--- config.mk ---
export PLATFORM = sky130hd
export DESIGN_NAME = router_port_rx
export DESIGN_NICKNAME = d
export VERILOG_FILES = /design/src/rtl/router_rx_pkg.sv /design/src/rtl/router_rx_fifo.sv /design/src/rtl/router_port_rx.sv
export SDC_FILE = /design/constraint.sdc
export NUM_CORES = 1
export LEC_CHECK = 0
export CAP_MARGIN = 20
export CORE_UTILIZATION = 30
export CTS_BUF_LIST = sky130_fd_sc_hd__clkbuf_4 sky130_fd_sc_hd__clkbuf_8
export CTS_CLUSTER_SIZE = 8
export DETAILED_ROUTE_END_ITERATION = 12
export GPL_ROUTABILITY_DRIVEN = 1
export PLACE_DENSITY = 0.5
export SETUP_SLACK_MARGIN = 0.3
export SLEW_MARGIN = 20
export SYNTH_ARGS = -nofsm -noshare
export SYNTH_HDL_FRONTEND = slang
export SYNTH_SLANG_ARGS = --single-unit
--- constraint.sdc ---
create_clock -name clk -period 6.7 [get_ports clk]
set_clock_uncertainty 0.2 [all_clocks]
set_input_delay 1.675 -clock clk [delete_from_list [all_inputs] [get_ports clk]]
set_output_delay 1.675 -clock clk [all_outputs]
set_load 0.01 [all_outputs]
--- src/rtl/router_rx_pkg.sv ---
// router_rx_pkg - shared types for the router port receive path (rev 1.0)
`default_nettype none

package router_rx_pkg;

  localparam int BYTE_W = 8;

  typedef enum logic [1:0] {
    IDLE  = 2'd0,
    RECV  = 2'd1,
    FLUSH = 2'd2
  } rx_state_e;

  typedef struct packed {
    logic              last;
    logic [BYTE_W-1:0] data;
  } rx_entry_t;

endpackage

`default_nettype wire

--- src/rtl/router_rx_fifo.sv ---
// router_rx_fifo - synchronous first-word-fall-through FIFO (rev 1.0)
`default_nettype none

module router_rx_fifo #(
  parameter int WIDTH = 9,
  parameter int DEPTH = 16
) (
  input  logic             clk,
  input  logic             reset_n,
  input  logic             push_i,
  input  logic             pop_i,
  input  logic [WIDTH-1:0] din_i,
  output logic [WIDTH-1:0] dout_o,
  output logic             full_o,
  output logic             empty_o
);

  localparam int AW = $clog2(DEPTH);
  localparam int CW = AW + 1;
  localparam logic [CW-1:0] FULL_CNT = CW'(DEPTH);

  logic [WIDTH-1:0] mem_q [DEPTH];
  logic [AW-1:0]    rd_ptr_q, wr_ptr_q;
  logic [CW-1:0]    count_q;
  logic             w_pop, w_push;

  assign empty_o = (count_q == '0);
  assign full_o  = (count_q == FULL_CNT);
  assign w_pop   = pop_i && !empty_o;
  // A pop in the same cycle frees the slot a full FIFO needs for the push.
  assign w_push  = push_i && (!full_o || w_pop);
  assign dout_o  = empty_o ? '0 : mem_q[rd_ptr_q];

  always_ff @(posedge clk or negedge reset_n) begin
    if (!reset_n) begin
      rd_ptr_q <= '0;
      wr_ptr_q <= '0;
      count_q  <= '0;
    end else begin
      if (w_push) wr_ptr_q <= wr_ptr_q + AW'(1);
      if (w_pop)  rd_ptr_q <= rd_ptr_q + AW'(1);
      case ({w_push, w_pop})
        2'b10:   count_q <= count_q + CW'(1);
        2'b01:   count_q <= count_q - CW'(1);
        default: count_q <= count_q;
      endcase
    end
  end

  always_ff @(posedge clk) begin
    if (w_push) mem_q[wr_ptr_q] <= din_i;
  end

endmodule

`default_nettype wire

--- src/rtl/router_port_rx.sv ---
// router_port_rx - router port serial-to-byte deserializer with FWFT output (rev 1.0)
`default_nettype none

module router_port_rx
  import router_rx_pkg::*;
#(
  parameter int FIFO_DEPTH = 16,
  parameter int CNT_W      = 16
) (
  input  logic             clk,
  input  logic             reset_n,
  input  logic             dout,
  input  logic             frameo_n,
  input  logic             valido_n,
  output logic [7:0]       m_data,
  output logic             m_last,
  output logic             m_valid,
  input  logic             m_ready,
  output logic [CNT_W-1:0] pkt_count,
  output logic             err_partial,
  output logic             err_overflow,
  input  logic             clr_err
);

  localparam int BC_W = $clog2(BYTE_W);
  localparam int EW   = $bits(rx_entry_t);

  rx_state_e         state_q, state_d;
  logic [BC_W-1:0]   bit_cnt_q, bit_cnt_d;
  logic [BYTE_W-1:0] shreg_q, shreg_d;
  logic [BYTE_W-1:0] hold_q, hold_d;
  logic              hold_vld_q, hold_vld_d;
  logic              push_q, push_d;
  rx_entry_t         entry_q, entry_d;
  logic [CNT_W-1:0]  pkt_cnt_q, pkt_cnt_d;
  logic              err_part_q, err_part_d;
  logic              err_ovf_q, err_ovf_d;
  logic              set_part;

  logic              fifo_full, fifo_empty;
  logic [EW-1:0]     fifo_dout;
  rx_entry_t         head;
  logic              w_pop, w_drop;

  always_comb begin
    state_d    = state_q;
    bit_cnt_d  = bit_cnt_q;
    shreg_d    = shreg_q;
    hold_d     = hold_q;
    hold_vld_d = hold_vld_q;
    pkt_cnt_d  = pkt_cnt_q;
    push_d     = 1'b0;
    entry_d    = '0;
    set_part   = 1'b0;

    case (state_q)
      RECV: begin
        if (!valido_n) begin
          shreg_d[bit_cnt_q] = dout;
          if (bit_cnt_q == BC_W'(BYTE_W - 1)) begin
            if (hold_vld_q) begin
              push_d  = 1'b1;
              entry_d = '{last: 1'b0, data: hold_q};
            end
            hold_d     = shreg_d;
            hold_vld_d = 1'b1;
            bit_cnt_d  = '0;
          end else begin
            bit_cnt_d = bit_cnt_q + BC_W'(1);
          end
        end
        if (frameo_n) begin
          // Residual bits or an empty packet are flagged and discarded.
          if ((bit_cnt_d != '0) || !hold_vld_d) set_part = 1'b1;
          bit_cnt_d = '0;
          state_d   = hold_vld_d ? FLUSH : IDLE;
        end
      end
      default: begin
        if (state_q == FLUSH) begin
          push_d     = 1'b1;
          entry_d    = '{last: 1'b1, data: hold_q};
          hold_vld_d = 1'b0;
          pkt_cnt_d  = pkt_cnt_q + CNT_W'(1);
        end
        // FLUSH also serves as IDLE so a new frame may start immediately.
        if (!frameo_n) begin
          state_d = RECV;
          if (!valido_n) begin
            shreg_d[0] = dout;
            bit_cnt_d  = BC_W'(1);
          end
        end else begin
          state_d = IDLE;
        end
      end
    endcase

    err_part_d = set_part ? 1'b1 : (clr_err ? 1'b0 : err_part_q);
    err_ovf_d  = w_drop   ? 1'b1 : (clr_err ? 1'b0 : err_ovf_q);
  end

  always_ff @(posedge clk or negedge reset_n) begin
    if (!reset_n) begin
      state_q    <= IDLE;
      bit_cnt_q  <= '0;
      shreg_q    <= '0;
      hold_q     <= '0;
      hold_vld_q <= 1'b0;
      push_q     <= 1'b0;
      entry_q    <= '0;
      pkt_cnt_q  <= '0;
      err_part_q <= 1'b0;
      err_ovf_q  <= 1'b0;
    end else begin
      state_q    <= state_d;
      bit_cnt_q  <= bit_cnt_d;
      shreg_q    <= shreg_d;
      hold_q     <= hold_d;
      hold_vld_q <= hold_vld_d;
      push_q     <= push_d;
      entry_q    <= entry_d;
      pkt_cnt_q  <= pkt_cnt_d;
      err_part_q <= err_part_d;
      err_ovf_q  <= err_ovf_d;
    end
  end

  // Pushes are staged one cycle, so a byte lands in the FIFO two edges after its last bit.
  assign w_pop  = !fifo_empty && m_ready;
  assign w_drop = push_q && fifo_full && !w_pop;

  router_rx_fifo #(
    .WIDTH (EW),
    .DEPTH (FIFO_DEPTH)
  ) u_fifo (
    .clk     (clk),
    .reset_n (reset_n),
    .push_i  (push_q),
    .pop_i   (m_ready),
    .din_i   (entry_q),
    .dout_o  (fifo_dout),
    .full_o  (fifo_full),
    .empty_o (fifo_empty)
  );

  assign head         = rx_entry_t'(fifo_dout);
  assign m_valid      = !fifo_empty;
  assign m_data       = head.data;
  assign m_last       = head.last;
  assign pkt_count    = pkt_cnt_q;
  assign err_partial  = err_part_q;
  assign err_overflow = err_ovf_q;

endmodule

`default_nettype wire

==> results.json, run 1 <==
{
  "io_count": 35,
  "synth_top_cell_area_share_pct": 51.0,
  "finalWeightedCongestion": 0.747,
  "detailed_place.area_um2": 9230,
  "diodes_inserted": 0,
  "cap_violations": 0,
  "crit_required_ns": 4.83,
  "post_cts_sizing": 0,
  "grt.total_usage_pct": 12.8,
  "max_stage_delay_ns": 0.97,
  "wire_per_inst_um": 17.9,
  "n_fill_cell": 2682,
  "yosys_most_used_dff": "sky130_fd_sc_hd__edfxtp_1",
  "synth.top_cells.by_count": "sky130_fd_sc_hd__edfxtp_1 (144), sky130_fd_sc_hd__dfrtp_1 (63), sky130_fd_sc_hd__mux4_2 (36)",
  "area_of_the_multi_input_gates_um2": 2460,
  "yosysMostFrequentCell": "sky130_fd_sc_hd__edfxtp_1",
  "path_delay_family": "flip-flops",
  "place_worst_setup_slack_ns": 1.81,
  "final_design_area_no_fill_um2": 10000,
  "ratio_of_routed_vias_to_standard_cells": 4.63,
  "synthesis.instances": 523,
  "yosys.area.top_type": "sky130_fd_sc_hd__edfxtp_1",
  "cp_max_fo": 27,
  "cts_tree": "built",
  "std_cell_rows": 61,
  "run_status": "complete, no violations",
  "powerDensity_nw_per_um2": 349,
  "wl_mm": 17.5,
  "cts_buffers": 38,
  "area.sequential_um2": 5900,
  "dieArea_um2": 28900,
  "finalHoldViolations": 0,
  "worstSetupStartpointType": "register",
  "yosys-top-cells-area": "sky130_fd_sc_hd__edfxtp_1 (51%), sky130_fd_sc_hd__dfrtp_1 (19%), sky130_fd_sc_hd__mux4_2 (9.6%)",
  "num-nets-final": 595,
  "area_growth_pct": 18.1,
  "synth.lib_cells_used.distinct": 43,
  "cts.reportedPaths.clkPinSlew_ns": 0.05,
  "crit_slowest_cell": "sky130_fd_sc_hd__dfrtp_2",
  "max_h_tree_level": 2,
  "post_synth_arst_share_pct": 30.4,
  "rsz0062_at_grt": "no",
  "drt_first_iter_violations": 280,
  "ant_nets": 0,
  "ys_seq_elements": 207,
  "mappedNetlistArea_um2": 8480,
  "worst_setup_path_end_kind": "output port",
  "fin_crit_ns": 5.32,
  "portbufs": 34,
  "ctsLongestPathBuffers": 3,
  "hold_buffer_count_at_cts": 0,
  "grt_first_pass_wirelength_mm": 27.8,
  "place_hpwl_mm": 10.9,
  "clock-root-buffer": "sky130_fd_sc_hd__clkbuf_8",
  "clock_latency_on_the_worst_skew_pair_ns": 0.52,
  "drive_gt1_share_pct": 20.9,
  "synth.yosys.seq_area_share_pct": 69.6,
  "first_global_vias": 4855,
  "max_freq_ghz": 0.188,
  "wp_data_arrival_ns": 3.45,
  "grt_max_degree": 64,
  "cts_post_setup_buffers_inserted": 0,
  "final-setup-viol-count": 0,
  "total_negative_setup_slacks_ns": 0,
  "layout_worst_path_cycle_share_pct": 79.4,
  "path_cells": "buf_4 -> mux4_2 -> mux2_2 -> o21ai_0 -> a21oi_1 -> clkdlybuf4s50_1",
  "die_width_um": 170,
  "maxSlewHeadroom_pct": 26.2,
  "hp-class": "register to register",
  "post-route-drc-count": 0,
  "p_leak_nw": 3.35,
  "synth_nets": 542,
  "yosysWarnings": 0,
  "coreArea_um2": 27800,
  "avgSynthCellArea_um2": 16.2,
  "final.setup.worst_slack_ns": 1.38,
  "vdd_drop_max_uv": 123,
  "synth-edff-count": 144,
  "number_of_antenna_violations_at_the_first_check_in_global_routing": 0,
  "worst-slew-pin-transition_ns": 1.11,
  "floorplan.die.height_um": 170,
  "cp_num_buf_inv": 2,
  "via_count": 4541,
  "detail_route.first_pass.iterations": 4,
  "grt.overflow.total": 0,
  "clkSinkCount": 207,
  "timing.final.max_slew_violations": 0,
  "timing.setup.critical_path_class": "register to output port",
  "initial_util_pct": 30.5
}
-- worst reg2reg max path, stage by stage (launching register included) --
cell and delay [ns]:
sky130_fd_sc_hd__dfrtp_1 0.50, sky130_fd_sc_hd__nor4_4 0.13, sky130_fd_sc_hd__a31oi_1 0.53, sky130_fd_sc_hd__nand2_1 0.32, sky130_fd_sc_hd__nor2_1 0.87
-- cell type report --
| cell class | count | area share [%] |
|---|---|---|
| clock buffers | 58 | 7.16 |
| clock inverters | 8 | 0.412 |
| inverters | 12 | 0.450 |
| multi-input cells | 278 | 24.6 |
| flip-flops and latches | 207 | 58.9 |
| well taps | 378 | 4.72 |
| repair buffers | 39 | 3.76 |
-- registers in the layout, summed over array words and instances, names as in the netlist --
| signal | cells |
|---|---|
| u_fifo.mem_q | 144 |
| pkt_count | 16 |
| entry_q | 9 |
| hold_q | 8 |
| shreg_q | 8 |
| u_fifo.count_q | 5 |
| u_fifo.rd_ptr_q | 4 |
| u_fifo.wr_ptr_q | 4 |
| bit_cnt_q | 3 |
| state_q | 2 |
| err_overflow | 1 |
| err_partial | 1 |
| hold_vld_q | 1 |
| push_q | 1 |
-- metal layers --
metal | vias up | track usage [%] | routed length (µm)
met2 | 98 | 20.3 | 8140
met3 | 32 | 2.88 | 807
met5 | - | 0 | 0
li1 | 2099 | - | -
met1 | 2312 | 17.3 | 8200
met4 | 0 | 4.54 | 359
-- power by group --
group	switching, W	internal (W)
Sequential	0.000195	0.00143
Clock	0.000503	0.000681
Combinational	0.000299	0.000397
Total	0.000997	0.00250
-- placed cells by master (no fill, tap or decap), drive strengths merged, types with 2 or more instances in the layout --
cell	Yosys	routed
edfxtp	144	144
dfrtp	63	63
clkbuf	16	58
mux4	36	36
clkdlybuf4s50	0	33
nand2	32	32
o21ai	31	31
nor2	21	21
mux2i	18	18
a21oi	16	16
xnor2	15	15
inv	12	14
ha	12	12
mux2	12	12
xor2	9	9
and2	8	8
nand4	8	8
nor3	8	8
nand2b	7	7
nand3	7	7
clkinv	0	6
buf	10	6
nor2b	4	4
a31oi	4	4
a22oi	4	4
or2	4	4
nor4	3	3
o22ai	2	2
or3	2	2
o2bb2ai	2	2
nand3b	2	2
nor3b	2	2
o211ai	2	2
-- per-stage QoR --
| stage | hold WS, ns | cells | utilization, % | total power [W] |
|---|---|---|---|---|
| 2_1_floorplan | 0.242 | 523 | - | 0.00208 |
| 3_3_place_gp | 0.257 | 913 | 33.2 | 0.00233 |
| 3_5_place_dp | 0.262 | 913 | 33.2 | 0.00235 |
| 4_1_cts | 0.274 | 979 | 35.9 | 0.00355 |
| 5_1_grt | 0.291 | 980 | 36.1 | 0.00368 |
| 6_report | 0.266 | 980 | 36.1 | 0.00350 |
-- cell families (layout without fill, tap and decap cells) --
logic type	Yosys count	in the layout	share of synthesized area [%]
flops	207	207	69.6
simple gates	110	110	6.59
compound gates	66	66	4.46
mux	66	66	13.3
buf+inv	38	117	1.86
xor+xnor	24	24	2.48
fa+ha+maj	12	12	1.77
-- path summary, 6_finish.rpt --
kind | from | to | slack [ns] | depth (start not counted)
max reg2reg | u_fifo.count_q[1] | u_fifo.mem_q[5][3] | 3.74 | 4
max | u_fifo.rd_ptr_q[0] | m_data[6] | 1.38 | 6
max in group asynchronous | reset_n | u_fifo.rd_ptr_q[0] | 4.56 | 2
min reg2reg | hold_q[2] | hold_q[2] | 0.27 | 2
min in group asynchronous | reset_n | pkt_count[1] | 1.14 | 2
min | hold_q[2] | hold_q[2] | 0.27 | 2
Power figures use the tool's default switching activity.
==> run 2, diff against run 1 <==
- PLACE_DENSITY: 0.5 -> 0.52
- clock period: 6.7 -> 4.75 ns (I/O delays scaled with it)
==> results.json, run 2 (same netlist as run 1, synthesis figures left out) <==
{
  "ant_nets": 0,
  "worst_setup_path_end_kind": "output port",
  "holdPathEnd": "hold_q[4]",
  "detail_route.first_pass.iterations": 6,
  "timing.final.max_slew_violations": 0,
  "area_of_the_multi_input_gates_um2": 2420,
  "hold_path_startpoint": "hold_q[4]",
  "clock-root-buffer": "sky130_fd_sc_hd__clkbuf_8",
  "max_freq_ghz": 0.237,
  "io_count": 35,
  "most_common_library_cell_in_the_layout_ignoring_fill_and_taps": "sky130_fd_sc_hd__edfxtp_1",
  "powerDensity_nw_per_um2": 495,
  "max_h_tree_level": 2,
  "vdd_drop_max_uv": 302,
  "largest_register_ffs": 144,
  "ctsLongestPathBuffers": 3,
  "wp_data_arrival_ns": 2.83,
  "final_cells": 1001,
  "register_containing_the_most_flip_flops_in_the_final_layout": "u_fifo.mem_q",
  "drt_first_iter_violations": 304,
  "crit_required_ns": 3.36,
  "post-route-drc-count": 0,
  "reg2regPathDepth": 8,
  "grt.total_usage_pct": 12.7,
  "wl_mm": 17.7,
  "coreArea_um2": 27800,
  "worst-slew-pin-transition_ns": 0.827,
  "r2r_setup_slack_ns": 1.89,
  "wirelength_met1_mm": 8.28,
  "initial_util_pct": 30.5,
  "grt_max_degree": 38,
  "drive_gt1_share_pct": 22.3,
  "run_status": "complete, no violations",
  "ratio_of_routed_vias_to_standard_cells": 4.69,
  "grt.overflow.total": 0,
  "fin_crit_ns": 4.22,
  "cts_tree": "built",
  "std_cell_rows": 61,
  "cp_max_fo": 10,
  "placed_cells": 933,
  "number_of_antenna_violations_at_the_first_check_in_global_routing": 0,
  "portbufs": 34,
  "routed-wl-met2_mm": 8.21,
  "area_growth_pct": 19.8,
  "num-nets-final": 615,
  "finalHoldViolations": 0,
  "via_count": 4691,
  "final_design_area_no_fill_um2": 10200,
  "timing.rr.start": "u_fifo.count_q[1]",
  "n_fill_cell": 2654,
  "final-setup-viol-count": 0,
  "hp-class": "register to register",
  "hold_buffer_count_at_cts": 0,
  "wire_per_inst_um": 17.6,
  "floorplan.die.height_um": 170,
  "maxSlewHeadroom_pct": 44.8,
  "detailed_place.area_um2": 9360,
  "layout_worst_path_cycle_share_pct": 88.8,
  "uppermost_layer_routed": "met4",
  "p_leak_nw": 3.46,
  "timing.setup.critical_path_class": "register to output port",
  "finalCoreUtilization_pct": 36.6,
  "cts_buffers": 37,
  "total_negative_setup_slacks_ns": 0,
  "grt_first_pass_wirelength_mm": 27.7,
  "met3_wirelength_um": 776,
  "first_global_vias": 4934,
  "clock_latency_on_the_worst_skew_pair_ns": 0.51,
  "final_cell_mix": "sky130_fd_sc_hd__edfxtp_1 (144), sky130_fd_sc_hd__dfrtp_1 (62), sky130_fd_sc_hd__clkbuf_8 (40)",
  "rsz0062_at_grt": "no",
  "cts.reportedPaths.clkPinSlew_ns": 0.06,
  "place_hpwl_mm": 11.2,
  "clkSinkCount": 207,
  "die_width_um": 170,
  "worst_setup_path_startpoint": "u_fifo.rd_ptr_q[0]",
  "cap_violations": 0,
  "worstSetupStartpointType": "register",
  "dieArea_um2": 28900,
  "area.sequential_um2": 5900,
  "diodes_inserted": 0,
  "hold-path-cell-count": 2,
  "regToRegEndpoint": "u_fifo.count_q[4]",
  "finalWeightedCongestion": 0.763
}
## run 2: changes by cell type in the layout (fill, tap and decap cells not counted), sizes merged
cell,previous run,this run
clkinv,6,8
buf,6,27
bufinv,0,2
inv,14,12
clkbuf,58,54
clkinvlp,0,2
## run 2: cell type report
class	instances	area share, %
multi-input combinational	278	23.9
sequential	207	58.1
tap	378	4.66
clock inverter	12	1.06
clock buffer	54	6.45
inverter	12	0.443
timing repair buffer	60	5.42
## run 2: how the worst max path moves through the flow
stage | depth (start not counted) | endpoint | slack, ns
after detailed placement | 5 | m_last | 0.76
after global placement | 5 | m_data[7] | 0.76
after global routing | 5 | m_last | 0.35
final | 6 | m_data[7] | 0.53
after floorplan | 4 | u_fifo.mem_q[3][0] | 1.57
after CTS | 5 | m_last | 0.35
## run 2: what timing repair did
action | 4_1_cts | 5_1_grt
resized for setup | 1 | 0
setup endpoints to repair | 9 | 5
hold endpoints to repair | 0 | 0
buffers inserted | 0 | 2
## run 2: metal layers
| metal | up-vias | global-route usage, % |
|---|---|---|
| met5 | - | 0 |
| li1 | 2151 | - |
| met4 | 0 | 4.70 |
| met2 | 111 | 20.0 |
| met1 | 2396 | 17.2 |
| met3 | 33 | 2.63 |
## run 2: critical path, cell delays in order, from the launching register on
cell and delay [ns]:
sky130_fd_sc_hd__dfrtp_4 0.44, sky130_fd_sc_hd__buf_12 0.16, sky130_fd_sc_hd__mux4_2 0.51, sky130_fd_sc_hd__mux2_2 0.28, sky130_fd_sc_hd__o21ai_0 0.31, sky130_fd_sc_hd__a21oi_1 0.09, sky130_fd_sc_hd__clkdlybuf4s50_1 0.53
## run 2: stage by stage
stage / power [W] / hold slack, ns / worst slack [ns]
final: 0.00503 / 0.268 / 0.532
after detailed placement: 0.00332 / 0.265 / 0.764
after global placement: 0.00329 / 0.260 / 0.764
after CTS: 0.00506 / 0.278 / 0.353
after floorplan: 0.00293 / 0.242 / 1.57
after global routing: 0.00529 / 0.303 / 0.347
## run 2: power by group
group / internal [W] / switching (W)
combinational: 0.000597 / 0.000542
sequential: 0.00201 / 0.000168
clock: 0.000994 / 0.000714
total: 0.00361 / 0.00142
==> run 3, diff against run 2 <==
--- a/constraint.sdc
+++ b/constraint.sdc
@@ -3,3 +3,3 @@
 set_input_delay 1.1875 -clock clk [delete_from_list [all_inputs] [get_ports clk]]
 set_output_delay 1.1875 -clock clk [all_outputs]
-set_load 0.01 [all_outputs]
+set_load 0.005 [all_outputs]
==> results.json, run 3 (same netlist as run 1, synthesis figures left out) <==
{
  "post-route-drc-count": 0,
  "number_of_antenna_violations_at_the_first_check_in_global_routing": 0,
  "rsz0062_at_grt": "no",
  "wire_per_inst_um": 16.9,
  "num-nets-final": 613,
  "design_power_total_w": 0.00489,
  "clock-root-buffer": "sky130_fd_sc_hd__clkbuf_8",
  "floorplan.die.height_um": 170,
  "vdd_drop_max_uv": 220,
  "place_worst_setup_slack_ns": 0.689,
  "drive_gt1_share_pct": 22.2,
  "cts.reportedPaths.clkPinSlew_ns": 0.06,
  "total_negative_setup_slacks_ns": 0,
  "detailed_place.area_um2": 9340,
  "n_fill_cell": 2703,
  "final_design_area_no_fill_um2": 10100,
  "timing.final.max_slew_violations": 0,
  "io_count": 35,
  "pwr-share-comb_pct": 22.7,
  "wl_mm": 16.8,
  "cts_buffers": 35,
  "timing.setup.critical_path_class": "register to output port",
  "largest_register_ffs": 144,
  "power.net_switching_w": 0.00133,
  "drt_first_iter_violations": 270,
  "grt.overflow.total": 0,
  "power.share.clock_pct": 32.7,
  "area_growth_pct": 19.3,
  "grt_first_pass_wirelength_mm": 26.6,
  "grt.total_usage_pct": 12.1,
  "powerDensity_nw_per_um2": 483,
  "layout_worst_path_cycle_share_pct": 88.7,
  "portbufs": 34,
  "place_hpwl_mm": 10.8,
  "finalWeightedCongestion": 0.752,
  "final_cell_mix": "sky130_fd_sc_hd__edfxtp_1 (144), sky130_fd_sc_hd__dfrtp_1 (62), sky130_fd_sc_hd__clkbuf_8 (41)",
  "share_seq_of_total_power_pct": 44.6,
  "worstSetupStartpointType": "register",
  "grt_max_degree": 26,
  "cap_violations": 0,
  "hp-class": "register to register",
  "most_common_library_cell_in_the_layout_ignoring_fill_and_taps": "sky130_fd_sc_hd__edfxtp_1",
  "fin_crit_ns": 4.21,
  "area_of_the_multi_input_gates_um2": 2420,
  "final-setup-viol-count": 0,
  "final.setup.worst_slack_ns": 0.535,
  "max_freq_ghz": 0.237,
  "crit_required_ns": 3.36,
  "register_containing_the_most_flip_flops_in_the_final_layout": "u_fifo.mem_q",
  "diodes_inserted": 0,
  "worst-slew-pin-transition_ns": 0.741,
  "maxSlewHeadroom_pct": 50.6,
  "finalHoldViolations": 0,
  "ctsLongestPathBuffers": 3,
  "clkSinkCount": 207,
  "worst_setup_path_end_kind": "output port",
  "p_leak_nw": 3.44,
  "coreArea_um2": 27800,
  "die_width_um": 170,
  "clock_latency_on_the_worst_skew_pair_ns": 0.49,
  "dieArea_um2": 28900,
  "max_stage_delay_ns": 0.50,
  "area.sequential_um2": 5900,
  "first_global_vias": 4799,
  "cts_tree": "built",
  "initial_util_pct": 30.5,
  "switching_share_pct": 27.2,
  "crit_slowest_cell": "sky130_fd_sc_hd__mux4_2",
  "wp_data_arrival_ns": 2.83,
  "path_cells": "buf_12 -> mux4_2 -> mux2_2 -> o21ai_0 -> a21oi_1 -> clkdlybuf4s50_1",
  "detail_route.first_pass.iterations": 4,
  "cell_internal_power_w": 0.00356,
  "max_h_tree_level": 2,
  "cp_max_fo": 6,
  "ant_nets": 0,
  "via_count": 4579,
  "run_status": "complete, no violations",
  "std_cell_rows": 61,
  "ratio_of_routed_vias_to_standard_cells": 4.60
}
## run 3: critical path: cells and delay by family, from the launching register on
family                 cells  cell delay, ns
AO/OA/AOI/OAI              2            0.48
buffers and inverters      2            0.62
flip-flops                 1            0.46
multiplexers               2            0.77
## run 3: final cells by class
cell class,instances,area share [%]
Clock buffer,55,6.62
Inverter,12,0.445
Sequential cell,207,58.4
Multi-Input combinational cell,278,24.0
Tap cell,378,4.67
Clock inverter,5,0.470
Timing Repair Buffer,60,5.48
## run 3: power groups by stage
| stage | combinational (W) | sequential [W] | clock, W |
|---|---|---|---|
| 4_1_cts | 0.00103 | 0.00223 | 0.00166 |
| 3_5_place_dp | 0.00103 | 0.00226 | 0 |
| 6_report | 0.00111 | 0.00218 | 0.00160 |
| 2_1_floorplan | 0.000784 | 0.00212 | 0 |
| 5_1_grt | 0.00122 | 0.00220 | 0.00173 |
| 3_3_place_gp | 0.00101 | 0.00225 | 0 |
## run 3: worst paths after layout
check	start	to	slack, ns	cells after the start
max in group asynchronous	reset_n	u_fifo.rd_ptr_q[0]	3.11	2
setup reg to reg	u_fifo.count_q[1]	u_fifo.mem_q[3][8]	1.91	5
hold reg to reg	hold_q[1]	hold_q[1]	0.27	2
setup / recovery	u_fifo.rd_ptr_q[0]	m_data[5]	0.54	6
min in group asynchronous	reset_n	pkt_count[10]	0.48	1
hold / removal	hold_q[1]	hold_q[1]	0.27	2
## run 3: timing repair
action / CTS / global route
setup buffers: 0 / 4
setup endpoints to repair: 9 / 9
resized for setup: 1 / 1
hold buffers: 0 / 0
## run 3: per-stage QoR
step / hold WS (ns) / util, % / std cells
global route: 0.305 / 36.4 / 995
CTS: 0.274 / 36.2 / 991
finish: 0.269 / 36.4 / 995
global placement: 0.259 / 33.6 / 931
floorplan: 0.242 / - / 523
detailed placement: 0.263 / 33.6 / 931
## run 3: per-layer routing
metal | GRT usage [%] | vias up | routed length (µm)
li1 | - | 2134 | -
met1 | 16.2 | 2338 | 7740
met2 | 19.5 | 80 | 8070
met3 | 2.42 | 27 | 689
met4 | 4.31 | 0 | 311
met5 | 0 | - | 0
==> variant (flow settings as in run 2) <==
Encoding of `rx_state_e`: now one-hot (3 bits for 3 states).
--- a/src/rtl/router_rx_pkg.sv
+++ b/src/rtl/router_rx_pkg.sv
@@ -5,10 +5,10 @@
 
   localparam int BYTE_W = 8;
 
-  typedef enum logic [1:0] {
-    IDLE  = 2'd0,
-    RECV  = 2'd1,
-    FLUSH = 2'd2
+  typedef enum logic [2:0] {
+    IDLE  = 3'b001,
+    RECV  = 3'b010,
+    FLUSH = 3'b100
   } rx_state_e;
 
   typedef struct packed {
Function: no difference found for any inputs over 10 cycles, from zero or initial values and one cycle with reset_n low; not proved beyond that.
==> variant against run 2 <==
Design area shrank 0.17%. Cell count is the same. Total power shrank 3.2%. Synthesized cell count grew 1.3%. Sequential share of layout area grew 0.37 points. Synthesized area grew 1.2%. Sequential cell count grew 1. Critical endpoint is now m_data[3]. Routed wire length grew 0.90%. Setup slack lost 74 ps.
==> variant: results (changes against run 2) <==
Cells and area
  – Multi-input logic area: 0.00251 mm^2 (was 0.00242 mm^2)
  – Nets: 614 (was 615)
  – Sequential cells: 208 (was 207)
  – #MultiIn Comb: 283 (was 278)
  – Clk_buf instances: 52 (was 54)
  – Non-Clock Inverter Count: 14 (was 12)
  – Clock-cell share: 6.65% (was 7.51%)
  – Fraction of area in registers: 58.5% (was 58.1%)
  – Fillcell total: 2,673 (was 2,654)
  – Layout cell share with drive strength beyond 1: 23.0% (was 22.3%)
  – Non-CTS buffers: 54 (was 60)

Global route
  – Largest net degree at the start of global routing: 43 (was 38)
  – GRT Util Overall: 13.0% (was 12.7%)
  – First-pass GRT wire length: 28.3 mm (was 27.7 mm)
  – Number of global-route vias before repair: 4,994 (was 4,934)

Logic synthesis
  – Unique masters post-synth: 50 (was 43)
  – Synth area leaders: edfxtp_1 (50%), dfrtp_1 (18%), mux4_2 (9.4%), mux2i_1 (2.1%), xnor2_1 (1.7%) (was edfxtp_1 (51%), dfrtp_1 (19%), mux4_2 (9.6%), mux2i_1 (2.1%), o21ai_0 (1.8%))
  – Syn avg cell area: 16.2 um^2 (about the same)
  – Post-synth ARST share: 30.8% (was 30.4%)
  – Synth Net Count: 547 (was 542)
  – Sequential element share of the synthesized area: 69.1% (was 69.6%)
  – Top cells by count, synth: edfxtp_1 (144), dfrtp_1 (63), mux4_2 (36) (unchanged)

Power and ir drop
  – Lkg Pwr: 0.00332 uW (was 0.00346 uW)
  – Max VDD drop: 240 uV (was 302 uV)

Route
  – Routed WL per cell: 17.8 um (was 17.6 um)
  – First DRT Iteration DRCs: 423 (was 304)
  – First drt pass iteration count: 4 (was 6)
  – Via count: 4,640 (was 4,691)

Outcome
  – Status: finished clean (unchanged)

Setup path
  – Cell family with most CP delay: buffers and inverters (was multiplexers)
  – CP Max Fanout: 11 (was 10)
  – Crit path DAT: 2900 ps (was 2830 ps)

Timing
  – Worst-margin pin slew: 706 ps (was 827 ps)

Placement
  – Dpl cells: 932 (was 933)
  – HPWL after detailed placement: 11.3 mm (was 11.2 mm)
  – DP Area: 0.00941 mm^2 (was 0.00936 mm^2)
  – RD Place Congestion: 0.765 (was 0.763)

Clocking
  – Setup bufs post-CTS: 1 (was 0)
  – Post-CTS sizing: 2 (was 1)
  – CTS buffer count: 36 (was 37)
  – CTS Buffer Depth: 3 (unchanged)
==> variant: power by group <==
part / switching (uW) / total (uW) / internal [uW]
logic: 525 / 1090 / 569
registers: 184 / 2250 / 2070
clock network: 690 / 1520 / 835
==> variant: metrics by stage <==
step,setup slack (ps),util (%)
after floorplan,1750,-
after global placement,695,33.7
after detailed placement,682,33.7
after CTS,370,36.1
after global routing,364,36.3
final,458,36.3
==> variant: layer usage <==
layer	vias to the layer above	global-route usage (%)	routed length (um)
met2	112	21.4	8560
met4	0	4.19	339
met1	2350	16.5	7760
met5	-	0	0
li1	2147	-	-
met3	31	3.42	1150
==> variant: worst min-delay path: stages (launching register included) <==
cell     delay (ps)
dfrtp_1         340
nand2_1          40
o21ai_0          50
==> variant: kinds of logic (layout without fill, tap and decap cells) <==
kind of cell,Yosys count,count (layout),synth area share [%]
AOI/OAI and AO/OA,60,60,3.98
xor gates and xnor gates,24,24,2.45
adders and majority gates,10,10,1.46
buffers and inverters,39,132,1.95
DFF,208,208,69.1
muxes,68,68,13.4
and+or+nand+nor,121,121,7.67
==> variant: worst paths after layout <==
| path | endpoint | slack (ps) | cells after the start | from |
|---|---|---|---|---|
| worst max-delay path | m_data[3] | 460 | 6 | u_fifo.rd_ptr_q[2]$_DFFE_PN0N_ |
| min in group asynchronous | pkt_count[13]$_DFFE_PN0P_ | 480 | 1 | reset_n |
| worst min register to register | hold_q[3]$_DFFE_PN0P_ | 270 | 2 | hold_q[3]$_DFFE_PN0P_ |
| worst max register to register | u_fifo.mem_q[7][0]$_DFFE_PP_ | 2260 | 4 | u_fifo.count_q[1]$_DFFE_PN0P_ |
| worst min-delay path | hold_q[3]$_DFFE_PN0P_ | 270 | 2 | hold_q[3]$_DFFE_PN0P_ |
| max in group asynchronous | state_q[0]$_DFFE_PN1P_ | 3080 | 2 | reset_n |
